==> config.mk <==
export PLATFORM = sky130hd
export DESIGN_NAME = mcp3208_ctrl
export DESIGN_NICKNAME = d
export VERILOG_FILES = /design/src/rtl/mcp3208_pkg.sv /design/src/rtl/mcp3208_tick.sv /design/src/rtl/mcp3208_ctrl.sv
export SDC_FILE = /design/constraint.sdc
export NUM_CORES = 1
export LEC_CHECK = 0
export ABC_AREA = 1
export CORE_MARGIN = 1
export CORE_UTILIZATION = 50
export CTS_CLUSTER_SIZE = 28
export DETAILED_ROUTE_END_ITERATION = 16
export GPL_ROUTABILITY_DRIVEN = 0
export PLACE_DENSITY_LB_ADDON = 0.05
export RECOVER_POWER = 25
export SYNTH_ARGS = -nofsm -noshare
export SYNTH_HDL_FRONTEND = slang
export SYNTH_HIERARCHICAL = 1
export SYNTH_SLANG_ARGS = --single-unit
==> constraint.sdc <==
create_clock -name clk -period 1.8 [get_ports clk]
set_clock_uncertainty 0.05 [all_clocks]
set_input_delay 0.27 -clock clk [delete_from_list [all_inputs] [get_ports clk]]
set_output_delay 0.27 -clock clk [all_outputs]
set_load 0.01 [all_outputs]
==> src/rtl/mcp3208_pkg.sv <==
// MCP3208 frame constants and controller state encoding.
// Shared by the controller RTL and the behavioral ADC model in the bench.
// Frame: SETUP half-period, then 19 SCLK pulses; data bits on pulses 8..19.
package mcp3208_pkg;

  localparam int N_PULSE    = 19;  // SCLK pulses per conversion frame
  localparam int N_CMD      = 5;   // command bits: start, sgl, D2, D1, D0
  localparam int FIRST_DATA = 8;   // pulse carrying result bit D11
  localparam int N_BITS     = 12;  // result width

  typedef enum logic [2:0] {
    IDLE,
    SETUP,
    HIGH,
    LOW,
    HOLD
  } state_t;

endpackage

==> src/rtl/mcp3208_tick.sv <==
// Half-period pacer: one-cycle tick every HALF clk cycles while not cleared.
// Latency: first tick HALF cycles after clr drops; tick never fires while clr=1.
// No backpressure: free-running counter, clr restarts the period.
module mcp3208_tick #(
  parameter int HALF = 4
) (
  input  logic clk,
  input  logic rst,
  input  logic clr,
  output logic tick
);

  logic [7:0] cnt;
  logic       at_end;

  assign at_end = (cnt == 8'(HALF - 1));
  assign tick   = at_end && !clr;

  // Count 0..HALF-1 and wrap; clr holds the count at zero.
  always_ff @(posedge clk or posedge rst) begin
    if (rst) begin
      cnt <= '0;
    end else if (clr || at_end) begin
      cnt <= '0;
    end else begin
      cnt <= cnt + 8'd1;
    end
  end

endmodule

==> src/rtl/mcp3208_ctrl.sv <==
// MCP3208 SPI mode-0 conversion controller: sends {1,sgl,chan}, reads 12 bits.
// Latency: CS low 39*HALF cycles, done one cycle after the last LOW half-period.
// Backpressure: start is ignored while busy; no request queuing.
module mcp3208_ctrl
  import mcp3208_pkg::*;
#(
  parameter int HALF = 4
) (
  input  logic        clk,
  input  logic        rst,
  input  logic        start,
  input  logic        sgl,
  input  logic [2:0]  chan,
  output logic        busy,
  output logic        done,
  output logic [11:0] data,
  output logic        CS,
  output logic        SCLK,
  output logic        DIN,
  input  logic        DOUT
);

  state_t              state;
  state_t              state_nx;
  logic                tick;
  logic                clr;
  logic                accept;
  logic                frame_end;
  logic                sample;
  logic [4:0]          pulse;
  logic [N_CMD-1:0]    cmd;
  logic [N_BITS-1:0]   shreg;
  logic [2:0]          din_sel;

  mcp3208_tick #(.HALF(HALF)) u_tick (
    .clk  (clk),
    .rst  (rst),
    .clr  (clr),
    .tick (tick)
  );

  // State register.
  always_ff @(posedge clk or posedge rst) begin
    if (rst) begin
      state <= IDLE;
    end else begin
      state <= state_nx;
    end
  end

  // Next-state logic; every transition out of a timed state waits for a tick.
  always_comb begin
    state_nx  = state;
    clr       = 1'b0;
    accept    = 1'b0;
    frame_end = 1'b0;
    sample    = 1'b0;
    case (state)
      IDLE: begin
        clr = 1'b1;
        if (start) begin
          accept   = 1'b1;
          state_nx = SETUP;
        end
      end
      SETUP: begin
        if (tick) state_nx = HIGH;
      end
      HIGH: begin
        if (tick) state_nx = LOW;
      end
      LOW: begin
        if (tick) begin
          if (pulse == 5'(N_PULSE)) begin
            frame_end = 1'b1;
            state_nx  = HOLD;
          end else begin
            state_nx = HIGH;
            // DOUT is taken on the edge where SCLK rises for a data pulse.
            sample   = (pulse >= 5'(FIRST_DATA - 1));
          end
        end
      end
      HOLD: begin
        if (tick && pulse == 5'd1) state_nx = IDLE;
      end
      default: state_nx = IDLE;
    endcase
  end

  // Pin drive decoded from state and pulse number; DIN moves only on falling edges.
  always_comb begin
    CS      = 1'b1;
    SCLK    = 1'b0;
    DIN     = 1'b0;
    din_sel = 3'd0;
    busy    = (state != IDLE);
    case (state)
      SETUP: begin
        CS  = 1'b0;
        DIN = cmd[N_CMD-1];
      end
      HIGH: begin
        CS   = 1'b0;
        SCLK = 1'b1;
        if (pulse <= 5'(N_CMD)) begin
          din_sel = 3'(5'(N_CMD) - pulse);
          DIN     = cmd[din_sel];
        end
      end
      LOW: begin
        CS = 1'b0;
        if (pulse < 5'(N_CMD)) begin
          din_sel = 3'(5'(N_CMD - 1) - pulse);
          DIN     = cmd[din_sel];
        end
      end
      default: ;
    endcase
  end

  // Pulse number within the frame; in HOLD it counts elapsed half-periods.
  always_ff @(posedge clk or posedge rst) begin
    if (rst) begin
      pulse <= '0;
    end else if (state == IDLE) begin
      pulse <= '0;
    end else if (state == SETUP && tick) begin
      pulse <= 5'd1;
    end else if (state == LOW && tick) begin
      pulse <= frame_end ? 5'd0 : pulse + 5'd1;
    end else if (state == HOLD && tick) begin
      pulse <= pulse + 5'd1;
    end
  end

  // Command capture on accept and MSB-first result shifting.
  always_ff @(posedge clk or posedge rst) begin
    if (rst) begin
      cmd   <= '0;
      shreg <= '0;
    end else begin
      if (accept) cmd <= {1'b1, sgl, chan};
      if (sample) shreg <= {shreg[N_BITS-2:0], DOUT};
    end
  end

  // Result publish with a single-cycle done strobe.
  always_ff @(posedge clk or posedge rst) begin
    if (rst) begin
      done <= 1'b0;
      data <= '0;
    end else begin
      done <= frame_end;
      if (frame_end) data <= shreg;
    end
  end

endmodule

[Word-level counts from Yosys, hierarchy flattened]
Cells that the tools add are included.
Word-level totals
  flip-flop bits (word level): 46
  latch bits: 0
  bits in writable memories: 0
  bits in read-only memories: 0
  input bits: 8
  output and inout bits: 17
  logic and storage cells: 71
  memories: 0
Operators by class
  $add $sub $neg: 4
  multipliers: 0
  divide/modulo/power cells: 0
  magnitude comparators: 5
  eq/ne operators: 12
  shift operators: 0
  mux-type cells: 31
  bitwise operators: 0
  reduce and logical (&&, ||, !) cells: 12
Operators by type and width (count)
  2-to-1 mux 5 bit: 5
  2-to-1 mux 3 bit: 6
  2-to-1 mux 1 bit: 15
  case mux 3 bit (5 select lines): 1
  inequality test 2 bit, second input constant: 5
  adder 8 x 1 -> 8 bit, second input constant: 1
  == test 8 x 2 -> 1 bit, second input constant: 1
  < comparator 3 x 4 -> 1 bit, second input constant: 2
  2-to-1 mux 8 bit: 1
  binary-select mux 1 bit (select 3 bit): 2
  == test 3 x 2 -> 1 bit, second input constant: 2
  subtractor 3 bit, first input constant: 2
  adder 5 x 1 -> 5 bit, second input constant: 1
  == test 5 x 1 -> 1 bit, second input constant: 1
  == test 5 bit, second input constant: 1
  greater-or-equal comparator 5 x 3 -> 1 bit, second input constant: 1
  less-or-equal comparator 5 x 3 -> 1 bit, second input constant: 1
  logical AND 1 bit: 5
  < comparator 5 x 3 -> 1 bit, second input constant: 1
  AND reduction 5 bit: 1
  nonzero test 4 bit: 1
  == test 3 x 1 -> 1 bit, second input constant: 1
  == test 3 bit, second input constant: 1
  logical NOT 3 bit: 1
  5 further kinds: 5

[Logic depth before layout (Yosys ltp)]
Gate-level depths: netlist (run 1).
  depth after elaboration: 10
  gate-level depth with buffers: 13

[Hierarchy]
Netlist (run 1), hierarchy kept.
By module, submodules not included
  mcp3208_ctrl: instances 1, cells an instance 217, area an instance 1971.9 um2
  mcp3208_tick: instances 1, cells an instance 57, area an instance 429.2 um2

[Worst setup path after synthesis (run 1)]
No wires, ideal clock.
  kind: register to register
  start point: register u_tick.cnt[0]
  end point: register pulse[3]
  arrival: 1722 ps
  required time: 1631 ps
  path slack: -91 ps
  stages on the path, launching flop included: 12
  buffers on the path: 0
  period minus slack after synthesis: 1891 ps
  cells stage by stage: dfrtp_1 -> ha_1 -> nand2_1 -> nor2_1 -> nand2_1 -> nor2_1 -> inv_1 -> nand2_1 -> nand2_2 -> nor2_1 -> xor2_1 -> nor2_1
Between the ends
  longest elaborated chain between the ends: 8
Ends and longest elaborated chain
  start: declaration: line mcp3208_tick.sv:13  | logic [7:0] cnt;
  start signal: assignment: line mcp3208_tick.sv:26  | cnt <= cnt + 8'd1;
  == test 8 x 2 -> 1 bit *: line mcp3208_tick.sv:16  | assign at_end = (cnt == 8'(HALF - 1));
  logical AND 1 bit *: line mcp3208_tick.sv:17  | assign tick = at_end && !clr;
  via tick: line mcp3208_ctrl.sv:25  | logic tick;
  2-to-1 mux 1 bit: line mcp3208_ctrl.sv:73  | if (tick) begin
  2-to-1 mux 1 bit: line mcp3208_ctrl.sv:58  | case (state)
  2-to-1 mux 5 bit: line mcp3208_ctrl.sv:131  | pulse <= frame_end ? 5'd0 : pulse + 5'd1;
  2-to-1 mux 5 bit: line mcp3208_ctrl.sv:130  | end else if (state == LOW && tick) begin
  2-to-1 mux 5 bit: line mcp3208_ctrl.sv:128  | end else if (state == SETUP && tick) begin
  2-to-1 mux 5 bit: line mcp3208_ctrl.sv:126  | end else if (state == IDLE) begin
  end signal: assignment: line mcp3208_ctrl.sv:131
  end signal: assignment: line mcp3208_ctrl.sv:133  | pulse <= pulse + 5'd1;
  end: declaration: line mcp3208_ctrl.sv:30  | logic [4:0] pulse;
The timed path passes the listed nets; every way through them passes the cells marked *.
A chain may end at the register's enable or synchronous reset.

[Worst setup path in the final report (run 1)]
  start point: register pulse[1]
  end point: output DIN
Between the ends
  longest elaborated chain between the ends: 5
Ends and longest elaborated chain
  subtractor 3 bit (on tied branches): line mcp3208_ctrl.sv:114, mcp3208_ctrl.sv:107
  binary-select mux 1 bit (select 3 bit) (on tied branches): line mcp3208_ctrl.sv:115, mcp3208_ctrl.sv:108
  2-to-1 mux 1 bit (on tied branches): line mcp3208_ctrl.sv:115, mcp3208_ctrl.sv:108
  2-to-1 mux 1 bit (on tied branches): line mcp3208_ctrl.sv:113, mcp3208_ctrl.sv:106
  case mux 1 bit (3 select lines) *: line mcp3208_ctrl.sv:98  | case (state)
  end: declaration: line mcp3208_ctrl.sv:19  | output logic DIN,
Every way passes the cells marked *; elsewhere a longest branch is shown, timed or not. The select of a mux whose other input is x is not followed.

==> results of run 1 <==
cell usage after synthesis (5+ instances only):
| cell | count | area [µm²] |
|---|---|---|
| nand2_1 | 71 | 267 |
| nor2_2 | 6 | 37.5 |
| inv_1 | 31 | 116 |
| o21ai_2 | 22 | 193 |
| inv_2 | 5 | 18.8 |
| nor2_1 | 23 | 86.3 |
| ha_1 | 6 | 75.1 |
| nand3_1 | 16 | 80.1 |
| nand2_2 | 13 | 81.3 |
| dfrtp_1 | 46 | 1150 |
power by group through the flow:
stage               combinational, W  sequential, W  clock (W)
finish                       0.00170        0.00128   0.000606
CTS                          0.00160        0.00128   0.000641
floorplan                   0.000947        0.00131          0
global route                 0.00191        0.00130   0.000683
detailed placement           0.00160        0.00130          0
global placement             0.00159        0.00129          0
worst paths after layout:
check                         startpoint  endpoint  slack [ns]  depth (start not counted)
max in group asynchronous            rst  data[10]        0.39                          3
min reg2reg                     data[11]  data[11]        0.43                          2
max reg2reg                u_tick/cnt[0]  shreg[0]        0.08                         10
min                                  rst  state[2]        0.27                          2
min in group clk                data[11]  data[11]        0.43                          2
max                             pulse[1]       DIN       -0.04                          9
timing repair:
action / 4_1_cts / 5_1_grt
setup buffers: 0 / 2
pin swaps: 0 / 15
resized for setup: 9 / 19
setup endpoints to repair: 3 / 10
flip-flops by register name (all words and copies together), names as in the netlist:
name and cells:
cmd 5, data 12, done 1, pulse 5, shreg 12, state 3
u_tick/cnt 8
final cells by class:
type	instances	area share
Sequential cell	46	0.376
Multi-Input combinational cell	186	0.368
Timing Repair Buffer	54	0.160
Inverter	37	0.0466
Clock buffer	6	0.0237
Tap cell	52	0.0213
Clock inverter	2	0.00450
metrics by stage:
| stage | util | setup WS [ns] | setup TNS (ns) | power [W] |
|---|---|---|---|---|
| after floorplan | - | 0.0293 | 0 | 0.00226 |
| after CTS | 0.670 | -0.0793 | -0.0793 | 0.00352 |
| after global routing | 0.684 | -0.159 | -0.201 | 0.00390 |
| after detailed placement | 0.650 | -0.217 | -0.217 | 0.00291 |
| after global placement | 0.650 | -0.186 | -0.186 | 0.00288 |
| final | 0.684 | -0.0421 | -0.0421 | 0.00359 |
metal layers:
layer,share of wire,up-vias
met2,0.45,31
li1,-,973
met4,0.0063,0
met5,0,-
met1,0.50,857
met3,0.043,4
cell families after synthesis:
logic type      count (synthesis)  synth area share
buf+inv                        42            0.0792
compound gates                 31             0.102
flops                          46             0.479
xor+xnor                        5            0.0182
mux                             4            0.0188
fa+ha+maj                       6            0.0313
simple gates                  140             0.271
==> results.ini, run 1 <==
[cts]
cts.path.max_buffers=2
clk_pin_slew_worst_paths_ns=0.08
insertion_delay_ns=0.29
cts_tree=built
cts_buffers=5
cts-root-buf=clkbuf_8
cts_hold_buf=0
h-tree-depth=2
clock-sinks=46

[worst_setup_path]
worstPathBufferInverterCount=3
crit_path_end_kind=output port
crit_path_cell_trace=inv_2 -> ha_4 -> inv_2 -> nand3_1 -> nand2_1 -> nand2_1 -> nand4_1 -> nand3_1 -> buf_2
critPathKind=reg -> out
cp_slowest_cell=dfrtp_1
slowest_delay_ns=0.39
cp_max_fo=5
critPathTopFamily=flip-flops
startpoint_type=register
cp_data_required_time_ns=1.48
cp_data_arrival_time_ns=1.52

[sta]
min_period_ns=1.84
rsz0062_at_grt=true
worst_slew_pin_slew_ns=0.859
timing.fmax_ghz=0.543
timing.hold.ws_ns=0.274
hold_viol=0
final-setup-viol-count=1
setup_ws_ns=-0.0421
period_share=1.02
slew_viol_final=0
relSlewSlack=0.427

[final_layout]
finalInstanceArea_um2=3060
final_cell_count_no_fill=383
diodes=0
drive_gt1_frac=0.320
multi_input_area_um2=1130
syn_to_final_growth_pct=27.5
fin_nets=344
mostFrequentLayoutCell=nand2_1
seq_area_um2=1150
layout_common_cells=nand2_1, dfrtp_1, inv_1, buf_4, o21ai_2
nFillCells=363

[synth]
synth_edf_count=0
ys_seq_elements=46
synth_cells=274
synth_area_um2=2400
synthFlopType=dfrtp_1
synthArstFlopShare=1.00
seq_area_frac_synth=0.479
syn_area_per_cell_um2=8.76
synth_fp_nets=288
synth_cell_type_count=27
yosys_warnings=6

[power_and_ir_drop]
p_int_w=0.00222
ir_drop_uv=735
p_comb_frac=0.474
p_leak_nw=1.48
p_sw_w=0.00137
p_clk_frac=0.169
power_frac_seq=0.357
powerDensity_nw_per_um2=1170
switching_share=0.381

[global_routing]
met2_usage=0.296
grt_util_all_layers=0.192
grtUsageMet1=0.273
grt_max_degree=36
gr-usage-met3=0.0534
grt_pass1_wl_um=7620
grt_pass1_vias=1712
top_usage_layer=met2
antenna_found_initial=0
globalRouteOverflowTotal=0

[route]
avgRoutedWirePerCell_um=11.2
vias=1865
ant_nets=0
first_pass_iters=10
drc_errors=1
drt-vias-per-instance=4.87
detail_route.iter0.violations=82
routed_wl_um=4300

[die]
dieHeight_um=71.3
ios=25
fp.dieW_um=71.3
core_area_um2=4470
initial_utilization=0.537
dieArea_um2=5080
fp-row-count=24

[placed_design]
placed_cells_incl_taps=373
post_dp_cell_area_um2=2910
dp_hpwl_um=3210
io_buffers=24

[min_path]
hp-class=in -> async

[outcome]
violations=design-rule violations, negative setup slack
status=finished with violations

[run]
drv_cap=0

Note: power is estimated with default switching activity, not from simulation.
==> run 2: changes to the inputs <==
- ABC_AREA: 1 -> default
==> run 2 against run 1 <==
- sequential share of layout area is 3.6 points lower
- cell area is 11% higher
- sequential power is 4% higher
- clock-buffer cell count stayed put
- fmax is 23% lower
- combinational power is 28% higher
- utilization is 8.9 points higher
- the flow finishes with violations (negative setup slack)
- largest power group unchanged
- final cell count is 13% lower
- area after synthesis is 4.5% lower
- power is 16% higher
==> results.ini, run 2 <==
[outcome]
status=finished with violations
violations=negative setup slack

[synth]
synth_cells=192
yosys-top-cells-area=dfrtp_1, mux2_2, mux2_4, ha_1, a21oi_1
synthFlopType=dfrtp_1
synth_compound_area_frac=0.0912
synth_top_area_frac=0.502
synth-simple-area-share=0.130
ys_top_cells_by_count=dfrtp_1, mux2_2, nor2_1
yosys.area_share.adder=0.0328
yosysMostFrequentCell=dfrtp_1
syn_area_per_cell_um2=11.9
synth_area_leader_cell=dfrtp_1
seq_area_frac_synth=0.502
muxShareOfSynthArea=0.182
synth_cell_type_count=46
synth-xor-area-share=0.0153
synth_edf_count=0
ys_seq_elements=46
synth_fp_nets=206
synth_top_family_by_area=multiplexers
synth_area_um2=2290
synthArstFlopShare=1.00
yosys_warnings=6

[power_and_ir_drop]
p_clk_frac=0.159
switching_share=0.354
p_int_w=0.00269
powerDensity_nw_per_um2=1230
power_frac_seq=0.320
p_leak_nw=1.57
p_comb_frac=0.521
p_sw_w=0.00147
ir_drop_uv=1210

[cts]
cts_hold_buf=0
clk_pin_slew_worst_paths_ns=0.09
cts_tree=built
clock-sinks=46
cts_buffers=5
cts.path.max_buffers=2
insertion_delay_ns=0.30
h-tree-depth=2
cts-root-buf=clkbuf_8

[sta]
timing.fmax_ghz=0.420
final-setup-viol-count=31
period_share=1.32
relSlewSlack=0.379
slew_viol_final=0
min_period_ns=2.38
hold_viol=0
rsz0062_at_grt=true
setup_ws_ns=-0.583
setup_tns_ns=-7.26
timing.hold.ws_ns=0.325
worst_slew_pin_slew_ns=0.932

[global_routing]
grt_util_all_layers=0.222
grt_max_degree=39
antenna_found_initial=0
grt_pass1_wl_um=8680
globalRouteOverflowTotal=0
grt_pass1_vias=1902

[route]
detail_route.iter0.violations=81
drc_errors=0
drt-vias-per-instance=5.40
first_pass_iters=4
routed_wl_um=5320
avgRoutedWirePerCell_um=15.9
ant_nets=0
vias=1803

[die]
core_area_um2=4380
initial_utilization=0.523
dieArea_um2=4860
fp-row-count=24
ios=25
dieHeight_um=69.7
fp.dieW_um=69.7

[final_layout]
diodes=0
mostFrequentLayoutCell=buf_4
layout_common_cells=buf_4, dfrtp_1, clkdlybuf4s50_1, mux2_2, buf_6
syn_to_final_growth_pct=47.9
fin_nets=295
drive_gt1_frac=0.528
finalInstanceArea_um2=3390
reg_top3=data (12), shreg (12), u_tick/cnt (8)

[worst_setup_path]
cp_data_arrival_time_ns=2.06
crit_path_end_kind=output port
critPathKind=reg -> out
startpoint_type=register
cp_data_required_time_ns=1.48
cp_max_fo=4

[run]
drv_cap=0

[min_path]
hp-class=in -> async

[placed_design]
dp_hpwl_um=3310
io_buffers=24
post_dp_cell_area_um2=2890
pre_cts_slack_ns=-0.680

## run 2: final cells by class
cell class | instances | area, µm²
repair buffers | 91 | 802
multi-input cells | 127 | 1230
inverters | 10 | 45.0
flip-flops and latches | 46 | 1150
clock inverters | 2 | 12.5
clock buffers | 6 | 82.6
fillers | 268 | 993
well taps | 52 | 65.1
## run 2: final timing paths
kind | from | depth (start not counted) | slack [ns] | endpoint
hold / removal | rst | 2 | 0.32 | u_tick/cnt[0]
setup / recovery | pulse[1] | 8 | -0.58 | DIN
max in group asynchronous | rst | 3 | 0.40 | pulse[0]
setup reg to reg | u_tick/cnt[6] | 9 | -0.28 | pulse[2]
min in group clk | data[10] | 1 | 0.46 | data[10]
hold reg to reg | data[10] | 1 | 0.46 | data[10]
## run 2: per-stage QoR
stage,utilization,power [W],std cells
6_report,0.773,0.00416,334
5_1_grt,0.773,0.00439,334
4_1_cts,0.742,0.00393,328
3_5_place_dp,0.659,0.00303,303
3_3_place_gp,0.659,0.00297,303
2_1_floorplan,-,0.00232,192
## run 2: power groups by stage
| stage | registers [W] | clock network, W | logic, W |
|---|---|---|---|
| floorplan | 0.00136 | 0 | 0.000955 |
| global placement | 0.00131 | 0 | 0.00165 |
| detailed placement | 0.00133 | 0 | 0.00170 |
| CTS | 0.00131 | 0.000682 | 0.00193 |
| global route | 0.00135 | 0.000711 | 0.00233 |
| finish | 0.00133 | 0.000662 | 0.00217 |
## run 2: worst max-delay path: stages, from the launching register on
cell,delay [ns]
dfrtp_1,0.43
inv_2,0.07
buf_6,0.12
ha_4,0.27
mux4_2,0.29
nand2_1,0.08
a21oi_1,0.06
or3_4,0.33
buf_6,0.13
## run 2: kinds of logic (layout without fill, tap and decap cells)
group | after synthesis | in the layout
multiplexers | 33 | 33
XOR/XNOR | 4 | 4
buffers and inverters | 19 | 109
flip-flops | 46 | 46
adder cells (fa/ha/maj) | 6 | 6
AO/OA/AOI/OAI | 33 | 33
AND/OR/NAND/NOR | 51 | 51
## run 2: repair_timing
item                                    in CTS  in global routing
cloned                                       1                  0
endpoints found under the setup margin      34                 49
gates resized for setup                     45                 32
pin swaps                                   16                  8
setup buffers                               17                 15
## run 2: routing by layer
metal / GRT usage / vias up / wire length (µm)
met2: 0.389 / 35 / 2800
met3: 0.0451 / 6 / 149
met4: 0.0667 / 0 / 48
met5: 0 / - / 0
met1: 0.276 / 903 / 2320
li1: - / 859 / -
==> run 3: changes to the inputs <==
- REMOVE_ABC_BUFFERS: default -> 1
==> run 3 against run 2 <==
- the flow still finishes with violations (negative setup slack)
- clock-buffer cell count is 1 lower
- flip-flop and latch count unchanged
- wire length grew 8.3%
- setup slack improved by 0.036 ns
- critical path depth decreased by 1
- combinational power is 6% lower
==> results.ini, run 3 (same netlist as run 2, synthesis figures left out) <==
[cts]
cts_tree=built
clk_pin_slew_worst_paths_ns=0.09
insertion_delay_ns=0.31
cts_hold_buf=0
clock-sinks=46
cts.path.max_buffers=2
h-tree-depth=2
cts_buffers=5
cts-root-buf=clkbuf_8

[route]
drc_errors=0
routed_wl_um=5760
ant_nets=0
drt-vias-per-instance=5.59
avgRoutedWirePerCell_um=17.5
first_pass_iters=4
vias=1839
detail_route.iter0.violations=149

[outcome]
status=finished with violations
violations=negative setup slack

[final_layout]
multi_input_area_um2=1240
diodes=0
drive_gt1_frac=0.473
mostFrequentLayoutCell=buf_4
finalInstanceArea_um2=3320
reg_top3=data (12), shreg (12), u_tick/cnt (8)
fin_nets=290
nFillCells=307
final_cell_count_no_fill=329
syn_to_final_growth_pct=44.8
seq_area_um2=1150
layout_common_cells=buf_4, dfrtp_1, mux2_4, clkdlybuf4s50_1, buf_6

[global_routing]
antenna_found_initial=0
grt_util_all_layers=0.233
globalRouteOverflowTotal=0
grt_pass1_vias=1785
grt_pass1_wl_um=8830
grt_max_degree=39

[worst_setup_path]
startpoint_type=register
ff2ff_setup_slack_ns=-0.33
crit_path_cell_trace=inv_2 -> ha_4 -> mux4_2 -> nand2_2 -> a21oi_2 -> or3_1 -> buf_2
crit_path_end_kind=output port
cp_slowest_cell=dfrtp_1
cp_data_required_time_ns=1.48
cp_data_arrival_time_ns=2.03
slowest_delay_ns=0.43
critPathKind=reg -> out
worstPathBufferInverterCount=2
cp_max_fo=4
critPathTopFamily=flip-flops

[placed_design]
post_dp_cell_area_um2=2850
dp_hpwl_um=3300
placed_cells_incl_taps=302
pre_cts_slack_ns=-0.712
io_buffers=24

[power_and_ir_drop]
p_leak_nw=1.57
report.power.total_w=0.00405
ir_drop_uv=823
powerDensity_nw_per_um2=1220

[sta]
slew_viol_final=0
relSlewSlack=0.385
timing.fmax_ghz=0.426
timing.hold.ws_ns=0.316
period_share=1.30
min_period_ns=2.35
setup_ws_ns=-0.547
worst_slew_pin_slew_ns=0.923
rsz0062_at_grt=true
hold_viol=0
final-setup-viol-count=34

[die]
initial_utilization=0.523
ios=25
fp-row-count=24
dieHeight_um=69.7
dieArea_um2=4860
core_area_um2=4380
fp.dieW_um=69.7

[run]
drv_cap=0

[min_path]
hp-class=in -> async

## run 3: changes by cell type in the layout (fill, tap and decap cells not counted), sizes merged
cell / before / now
dlygate4sd2: 0 / 3
buf: 69 / 61
inv: 10 / 11
clkbuf: 8 / 6
and3: 2 / 3
## run 3: area by class of cell
class | count | share of cell area
inverter | 10 | 0.0113
tap | 52 | 0.0196
multi-input combinational | 128 | 0.375
clock buffer | 5 | 0.0207
sequential | 46 | 0.347
clock inverter | 3 | 0.00754
timing repair buffer | 85 | 0.219
## run 3: worst register-to-register path, delay by kind of cell, from the launching register on
kind / cells / cell delay (ns)
flip-flops: 1 / 0.42
buffers and inverters: 1 / 0.22
multiplexers: 1 / 0.30
AND/OR/NAND/NOR: 4 / 0.85
AO/OA/AOI/OAI: 1 / 0.18
## run 3: routing by layer
| metal | track usage | vias to the layer above | share of wire |
|---|---|---|---|
| met4 | 0.0644 | 0 | 0.022 |
| met1 | 0.301 | 920 | 0.42 |
| met2 | 0.398 | 52 | 0.52 |
| met5 | 0 | - | 0 |
| met3 | 0.0465 | 10 | 0.042 |
| li1 | - | 857 | - |
## run 3: path summary, 6_finish.rpt
check,startpoint,cells past startpoint,end
hold / removal,rst,2,u_tick/cnt[1]
hold reg to reg,cmd[4],1,cmd[4]
setup reg to reg,u_tick/cnt[6],7,shreg[10]
min in group clk,cmd[4],1,cmd[4]
max in group asynchronous,rst,3,shreg[10]
setup / recovery,pulse[1],7,DIN
## run 3: through the flow
stage / setup TNS [ns] / util
floorplan: -13.22 / -
global placement: -9.13 / 0.650
detailed placement: -10.58 / 0.650
CTS: -7.93 / 0.731
global route: -12.22 / 0.757
finish: -8.95 / 0.757
## run 3: where the power goes
part           switching [W]  internal, W  total [W]
combinational       0.000914      0.00112    0.00203
clock               0.000392     0.000281   0.000673
sequential          0.000154      0.00119    0.00134
total                0.00146      0.00259    0.00405
## run 3: timing repair
action,CTS,global route
buffers inserted,16,2
pin swaps,21,7
endpoints found under the setup margin,35,34
cloned,2,0
resized for setup,44,28
